File: src/rtl/const_load_pkg.sv
// Shared types for the constant-load sequencer: micro-op codes, extender
// control codes, FSM states and the op-to-extender mapping.
package const_load_pkg;

  typedef enum logic [1:0] {
    OP_LOADLIT = 2'b00,
    OP_LCL     = 2'b01,
    OP_LCH     = 2'b10,
    OP_RSVD    = 2'b11
  } op_e;

  typedef enum logic [1:0] {
    EXT_SEXT11 = 2'b00,
    EXT_ZEXT   = 2'b01,
    EXT_HIBYTE = 2'b10
  } ext_ctrl_e;

  typedef enum logic [2:0] {
    IDLE  = 3'd0,
    EXT   = 3'd1,
    READ  = 3'd2,
    RDATA = 3'd3,
    WRITE = 3'd4
  } state_e;

  // Wide enough for the largest legal grant timeout (255).
  localparam int TIMER_W = 8;

  // loadlit needs the full signed 11-bit constant, lcl a zero-extended low
  // byte, lch the low constant byte moved into the high byte.
  function automatic ext_ctrl_e op_to_ext(op_e op);
    ext_ctrl_e ctrl;
    case (op)
      OP_LCL:  ctrl = EXT_ZEXT;
      OP_LCH:  ctrl = EXT_HIBYTE;
      default: ctrl = EXT_SEXT11;
    endcase
    return ctrl;
  endfunction

endpackage

File: src/rtl/const_load_ctrl_gnt_wait_timer.sv
// Grant wait timer: counts consecutive cycles a request goes ungranted and
// flags the last cycle before the limit is reached.
module gnt_wait_timer
  import const_load_pkg::*;
#(
  parameter int LIMIT = 15
) (
  input  logic clock,
  input  logic reset,
  input  logic clear,
  input  logic enable,
  output logic expired
);

  localparam logic [TIMER_W-1:0] LAST = TIMER_W'(LIMIT - 1);

  logic [TIMER_W-1:0] cnt;

  // Count ungranted cycles; saturate at the last value so it never wraps.
  always_ff @(posedge clock) begin
    if (reset || clear) begin
      cnt <= '0;
    end else if (enable && (cnt != LAST)) begin
      cnt <= cnt + 1'b1;
    end
  end

  // High during the LIMIT-th ungranted cycle; a grant in that same cycle
  // still takes priority in the controller.
  assign expired = (cnt == LAST);

endmodule

File: src/rtl/const_load_ctrl.sv
// Constant-load sequencer: drives the immediate extender for loadlit/lcl/lch
// and writes the result back to the register file, doing a read-modify-write
// of the destination for lcl/lch. Register-file ports are shared with other
// requesters through req/gnt handshakes guarded by a grant timeout.
module const_load_ctrl
  import const_load_pkg::*;
#(
  parameter int REG_AW      = 4,
  parameter int GNT_TIMEOUT = 15
) (
  input  logic              clock,
  input  logic              reset,
  input  logic              in_valid,
  output logic              in_ready,
  input  logic [1:0]        in_op,
  input  logic [REG_AW-1:0] in_dst,
  input  logic [10:0]       in_const,
  output logic [1:0]        ext_ctrl,
  output logic [10:0]       ext_const,
  input  logic [15:0]       ext_value,
  output logic              rf_rd_req,
  input  logic              rf_rd_gnt,
  output logic [REG_AW-1:0] rf_rd_addr,
  input  logic [15:0]       rf_rd_data,
  output logic              rf_wr_req,
  input  logic              rf_wr_gnt,
  output logic [REG_AW-1:0] rf_wr_addr,
  output logic [15:0]       rf_wr_data,
  output logic              done,
  output logic              err
);

  state_e              state;
  op_e                 op_p0;
  logic [REG_AW-1:0]   dst_p0;
  logic [15:0]         ext_p1;

  logic                timer_en;
  logic                timer_clear;
  logic                timer_expired;

  // Merge the read-back register with the extended constant: lcl replaces
  // the low byte, lch replaces the high byte.
  function automatic logic [15:0] merge_rmw(op_e op, logic [15:0] rd,
                                            logic [15:0] ext);
    logic [15:0] res;
    if (op == OP_LCH) begin
      res = {ext[15:8], rd[7:0]};
    end else begin
      res = {rd[15:8], ext[7:0]};
    end
    return res;
  endfunction

  // The timer runs only while a request is outstanding and ungranted; any
  // other cycle (including the grant cycle) restarts it, so every READ or
  // WRITE entry begins counting from zero.
  assign timer_en    = ((state == READ)  && !rf_rd_gnt) ||
                       ((state == WRITE) && !rf_wr_gnt);
  assign timer_clear = !timer_en;

  gnt_wait_timer #(
    .LIMIT (GNT_TIMEOUT)
  ) u_gnt_wait_timer (
    .clock   (clock),
    .reset   (reset),
    .clear   (timer_clear),
    .enable  (timer_en),
    .expired (timer_expired)
  );

  // Sequencer FSM with all outputs registered; done/err are one-cycle pulses.
  always_ff @(posedge clock) begin
    if (reset) begin
      state      <= IDLE;
      in_ready   <= 1'b1;
      op_p0      <= OP_LOADLIT;
      dst_p0     <= '0;
      ext_p1     <= '0;
      ext_ctrl   <= '0;
      ext_const  <= '0;
      rf_rd_req  <= 1'b0;
      rf_rd_addr <= '0;
      rf_wr_req  <= 1'b0;
      rf_wr_addr <= '0;
      rf_wr_data <= '0;
      done       <= 1'b0;
      err        <= 1'b0;
    end else begin
      done <= 1'b0;
      err  <= 1'b0;
      case (state)
        IDLE: begin
          if (in_valid) begin
            op_p0  <= op_e'(in_op);
            dst_p0 <= in_dst;
            if (op_e'(in_op) == OP_RSVD) begin
              err <= 1'b1;
            end else begin
              state     <= EXT;
              in_ready  <= 1'b0;
              ext_ctrl  <= op_to_ext(op_e'(in_op));
              ext_const <= in_const;
            end
          end
        end

        EXT: begin
          ext_p1    <= ext_value;
          ext_ctrl  <= '0;
          ext_const <= '0;
          if (op_p0 == OP_LOADLIT) begin
            state      <= WRITE;
            rf_wr_req  <= 1'b1;
            rf_wr_addr <= dst_p0;
            rf_wr_data <= ext_value;
          end else begin
            state      <= READ;
            rf_rd_req  <= 1'b1;
            rf_rd_addr <= dst_p0;
          end
        end

        READ: begin
          if (rf_rd_gnt) begin
            state      <= RDATA;
            rf_rd_req  <= 1'b0;
            rf_rd_addr <= '0;
          end else if (timer_expired) begin
            state      <= IDLE;
            rf_rd_req  <= 1'b0;
            rf_rd_addr <= '0;
            in_ready   <= 1'b1;
            err        <= 1'b1;
          end
        end

        RDATA: begin
          state      <= WRITE;
          rf_wr_req  <= 1'b1;
          rf_wr_addr <= dst_p0;
          rf_wr_data <= merge_rmw(op_p0, rf_rd_data, ext_p1);
        end

        WRITE: begin
          if (rf_wr_gnt) begin
            state      <= IDLE;
            rf_wr_req  <= 1'b0;
            rf_wr_addr <= '0;
            rf_wr_data <= '0;
            in_ready   <= 1'b1;
            done       <= 1'b1;
          end else if (timer_expired) begin
            state      <= IDLE;
            rf_wr_req  <= 1'b0;
            rf_wr_addr <= '0;
            rf_wr_data <= '0;
            in_ready   <= 1'b1;
            err        <= 1'b1;
          end
        end

        default: begin
          state      <= IDLE;
          in_ready   <= 1'b1;
          rf_rd_req  <= 1'b0;
          rf_wr_req  <= 1'b0;
        end
      endcase
    end
  end

endmodule

File: config.mk
export PLATFORM = sky130hd
export DESIGN_NAME = const_load_ctrl
export DESIGN_NICKNAME = d
export VERILOG_FILES = /design/src/rtl/const_load_pkg.sv /design/src/rtl/const_load_ctrl_gnt_wait_timer.sv /design/src/rtl/const_load_ctrl.sv
export SDC_FILE = /design/constraint.sdc
export NUM_CORES = 1
export LEC_CHECK = 0
export BUFFER_PORTS_ARGS = -buffer_cell sky130_fd_sc_hd__buf_2
export CORE_MARGIN = 4
export CORE_UTILIZATION = 38
export DETAILED_ROUTE_END_ITERATION = 8
export GPL_ROUTABILITY_DRIVEN = 0
export PLACE_DENSITY = 0.63
export SLEW_MARGIN = 15
export SYNTH_ARGS = -nofsm -noshare
export SYNTH_HDL_FRONTEND = slang
export SYNTH_SLANG_ARGS = --single-unit
File: constraint.sdc
create_clock -name clock -period 1.85 [get_ports clock]
set_input_delay 0.2775 -clock clock [delete_from_list [all_inputs] [get_ports clock]]
set_output_delay 0.2775 -clock clock [all_outputs]
set_load 0.02 [all_outputs]
==> out/qor.csv <==
metric;value;unit
synthFlopType;dfxtp_1;
power_leakage;1.92;nW
required;2140;ps
synth_top_area_share;41.8;%
cellPowerDensity;921;mW/mm²
critPathKind;flip-flop to flip-flop;
finClkSkew;8.24;ps
synth_area_leaders;dfxtp_1, nor2_1, mux2_2, a221o_1, nand2_1;
htreeDepth;3;
hp-class;input port to flip-flop;
relSlewSlack;54.2;%
whs;160;ps
synth_seq_cells;75;
vias;3316;
cap_violations;0;
clkLatencyLatePin;350;ps
hp-start;in_dst[1];
nets;561;
whs_path_depth;3;
switchingPower;0.00129;W
synth_edf_count;0;
layout_worst_path_cycle_share;94.4;%
fp.dieH;105;µm
cts_hold_buf;0;
track_usage;17.7;%
critical_path.endpoint_type;flip-flop;
cp_max_fo;4;
routed_wl;10100;µm
arrival;2040;ps
p_sw_share;30.5;%
synth.most_common_cell;dfxtp_1;
drive_gt1_share;37.5;%
die_width;105;µm
wl_per_cell;15.8;µm
hold_end;dst_p0[1];
reg2reg_slack;100;ps
yosysSeqAreaShare;41.8;%
async_reset_ff_share;0;%
grt_overflow;0;
cts_buffers;9;
setup-violations-final;0;
viasPerCell;5.20;
final_area;0.00458;mm²
cts_tree;yes;
ioPinCount;96;
placed_area;0.00434;mm²
port_buffers;95;
dp_hpwl;7420;µm
syn_area_per_cell;8.95;µm²
core;0.00924;mm²
synth_nets;458;
slew_viol_final;0;
rr_startpoint;u_gnt_wait_timer.cnt[0];
post_cts_buffers;0;
antenna_found_initial;0;
yosys_warnings;0;
die_area;0.0111;mm²
num_rows;35;
tightest_slew;687;ps
first_pass_iters;4;
netlist_area;0.00360;mm²
internal_power;0.00293;W
cts_num_sinks;75;
cts_root_buf;clkbuf_8;
grt_pass1_wl;15900;µm
n_antenna_cell;0;
fin_crit;1750;ps
initial_utilization;38.9;%
combPwrFrac;23.4;%
synth_common_cells;dfxtp_1, nor2_1, nand2_1;
drtAntennaViolNets;0;
clockBufferDepth;2;
hold_viol;0;
ir_drop;0.000391;V
pwr-share-clk;32.7;%
fmax;573;MHz
synth_largest_area_cell;dfxtp_1;
area_growth;27.3;%
grt_max_degree;29;
grt_pass1_vias;3145;
yosysUniqueCellTypes;56;
p_seq_share;43.8;%
syn_inst;402;
worstRegToRegCells;8;
path_clk_slew;80;ps
drt_iter0_markers;261;
drc;0;
status;finished, final reports clean;
cp-start-kind;flip-flop;
reg2reg_to;rf_rd_addr[3];
-- stage by stage --
| stage | util, % | std cells | power, W | TNS (ps) | setup slack, ps |
|---|---|---|---|---|---|
| final | 49.5 | 638 | 0.00422 | 0 | 104 |
| after global routing | 49.5 | 638 | 0.00441 | -2.50 | -2.50 |
| after CTS | 49.3 | 638 | 0.00424 | 0 | 10.4 |
| after detailed placement | 46.9 | 623 | 0.00286 | -2300 | -166 |
| after global placement | 46.9 | 623 | 0.00285 | -1590 | -110 |
| after floorplan | - | 402 | 0.00251 | 0 | 141 |
-- state kept, by name, indices dropped and copies added, names as in the netlist, 2 cells and up --
register              cells
rf_wr_data               16
u_gnt_wait_timer.cnt      8
op_p0                     2
ext_const                11
rf_rd_addr                4
ext_ctrl                  2
dst_p0                    4
state                     3
rf_wr_addr                4
ext_p1                   16
-- cell type report --
type                       count  area (µm²)
timing repair buffer         125         742
clock inverter                 6        90.1
multi-input combinational    284        1910
sequential                    75        1510
tap                          129         161
clock buffer                   9         124
inverter                      10        37.5
fill                         885        4660
-- worst max-delay path: stages (launching register included) --
cell	delay [ps]
dfxtp_1	360
inv_1	90
ha_1	200
nand4b_1	160
buf_4	160
o21bai_2	70
a311oi_1	330
buf_4	190
a22o_1	130
-- metal layers --
metal	track usage (%)	vias up	part of all wire, %
met2	26.9	91	46
met3	4.10	12	5.0
met1	24.8	1566	47
met5	0	-	0
met4	5.53	0	1.5
li1	-	1647	-
-- timing repair --
item / CTS / global route
hold endpoints to repair: 0 / 0
endpoints found under the setup margin: 20 / 41
cloned: 0 / 0
pin swaps: 0 / 1
gates resized for setup: 2 / 10
-- cells in the final DEF, fill, tap and decap left out, types with 3 or more instances in the layout --
cell type,n
a21oi_2,15
a22oi_1,16
nand2b_1,3
a22o_1,4
nor3_1,17
dfxtp_1,72
buf_2,95
mux2i_1,15
xnor2_1,4
buf_12,3
nor2_1,53
a221o_1,16
o21ai_0,3
buf_4,26
a31oi_1,3
nor2_2,3
mux2_2,16
clkbuf_8,9
nand2_1,40
a21oi_1,23
o32ai_1,4
inv_1,10
-- power groups by stage --
stage          registers (W)  logic [W]  clock network [W]
6_report             0.00185   0.000988            0.00138
5_1_grt              0.00186    0.00107            0.00147
4_1_cts              0.00185   0.000984            0.00141
3_5_place_dp         0.00188   0.000977                  0
3_3_place_gp         0.00188   0.000969                  0
2_1_floorplan        0.00197   0.000541                  0
-- how the worst max path moves through the flow --
stage,to,slack (ps),start
6_report,rf_rd_addr[3],100,u_gnt_wait_timer.cnt[0]
2_1_floorplan,rf_wr_addr[0],140,u_gnt_wait_timer.cnt[4]
5_1_grt,rf_rd_addr[3],-2,u_gnt_wait_timer.cnt[0]
4_1_cts,err,10,state[1]
3_5_place_dp,rf_wr_data[1],-170,state[2]
3_3_place_gp,rf_wr_data[13],-110,state[2]
-- logic make-up after synthesis --
group	Yosys count	share of synthesized area [%]
and+or+nand+nor	143	19.1
AOI/OAI and AO/OA	103	22.4
DFF	75	41.8
buffers and inverters	43	5.64
muxes	31	9.19
xor gates and xnor gates	5	1.22
adders and majority gates	2	0.696
Power figures use the tool's default switching activity.
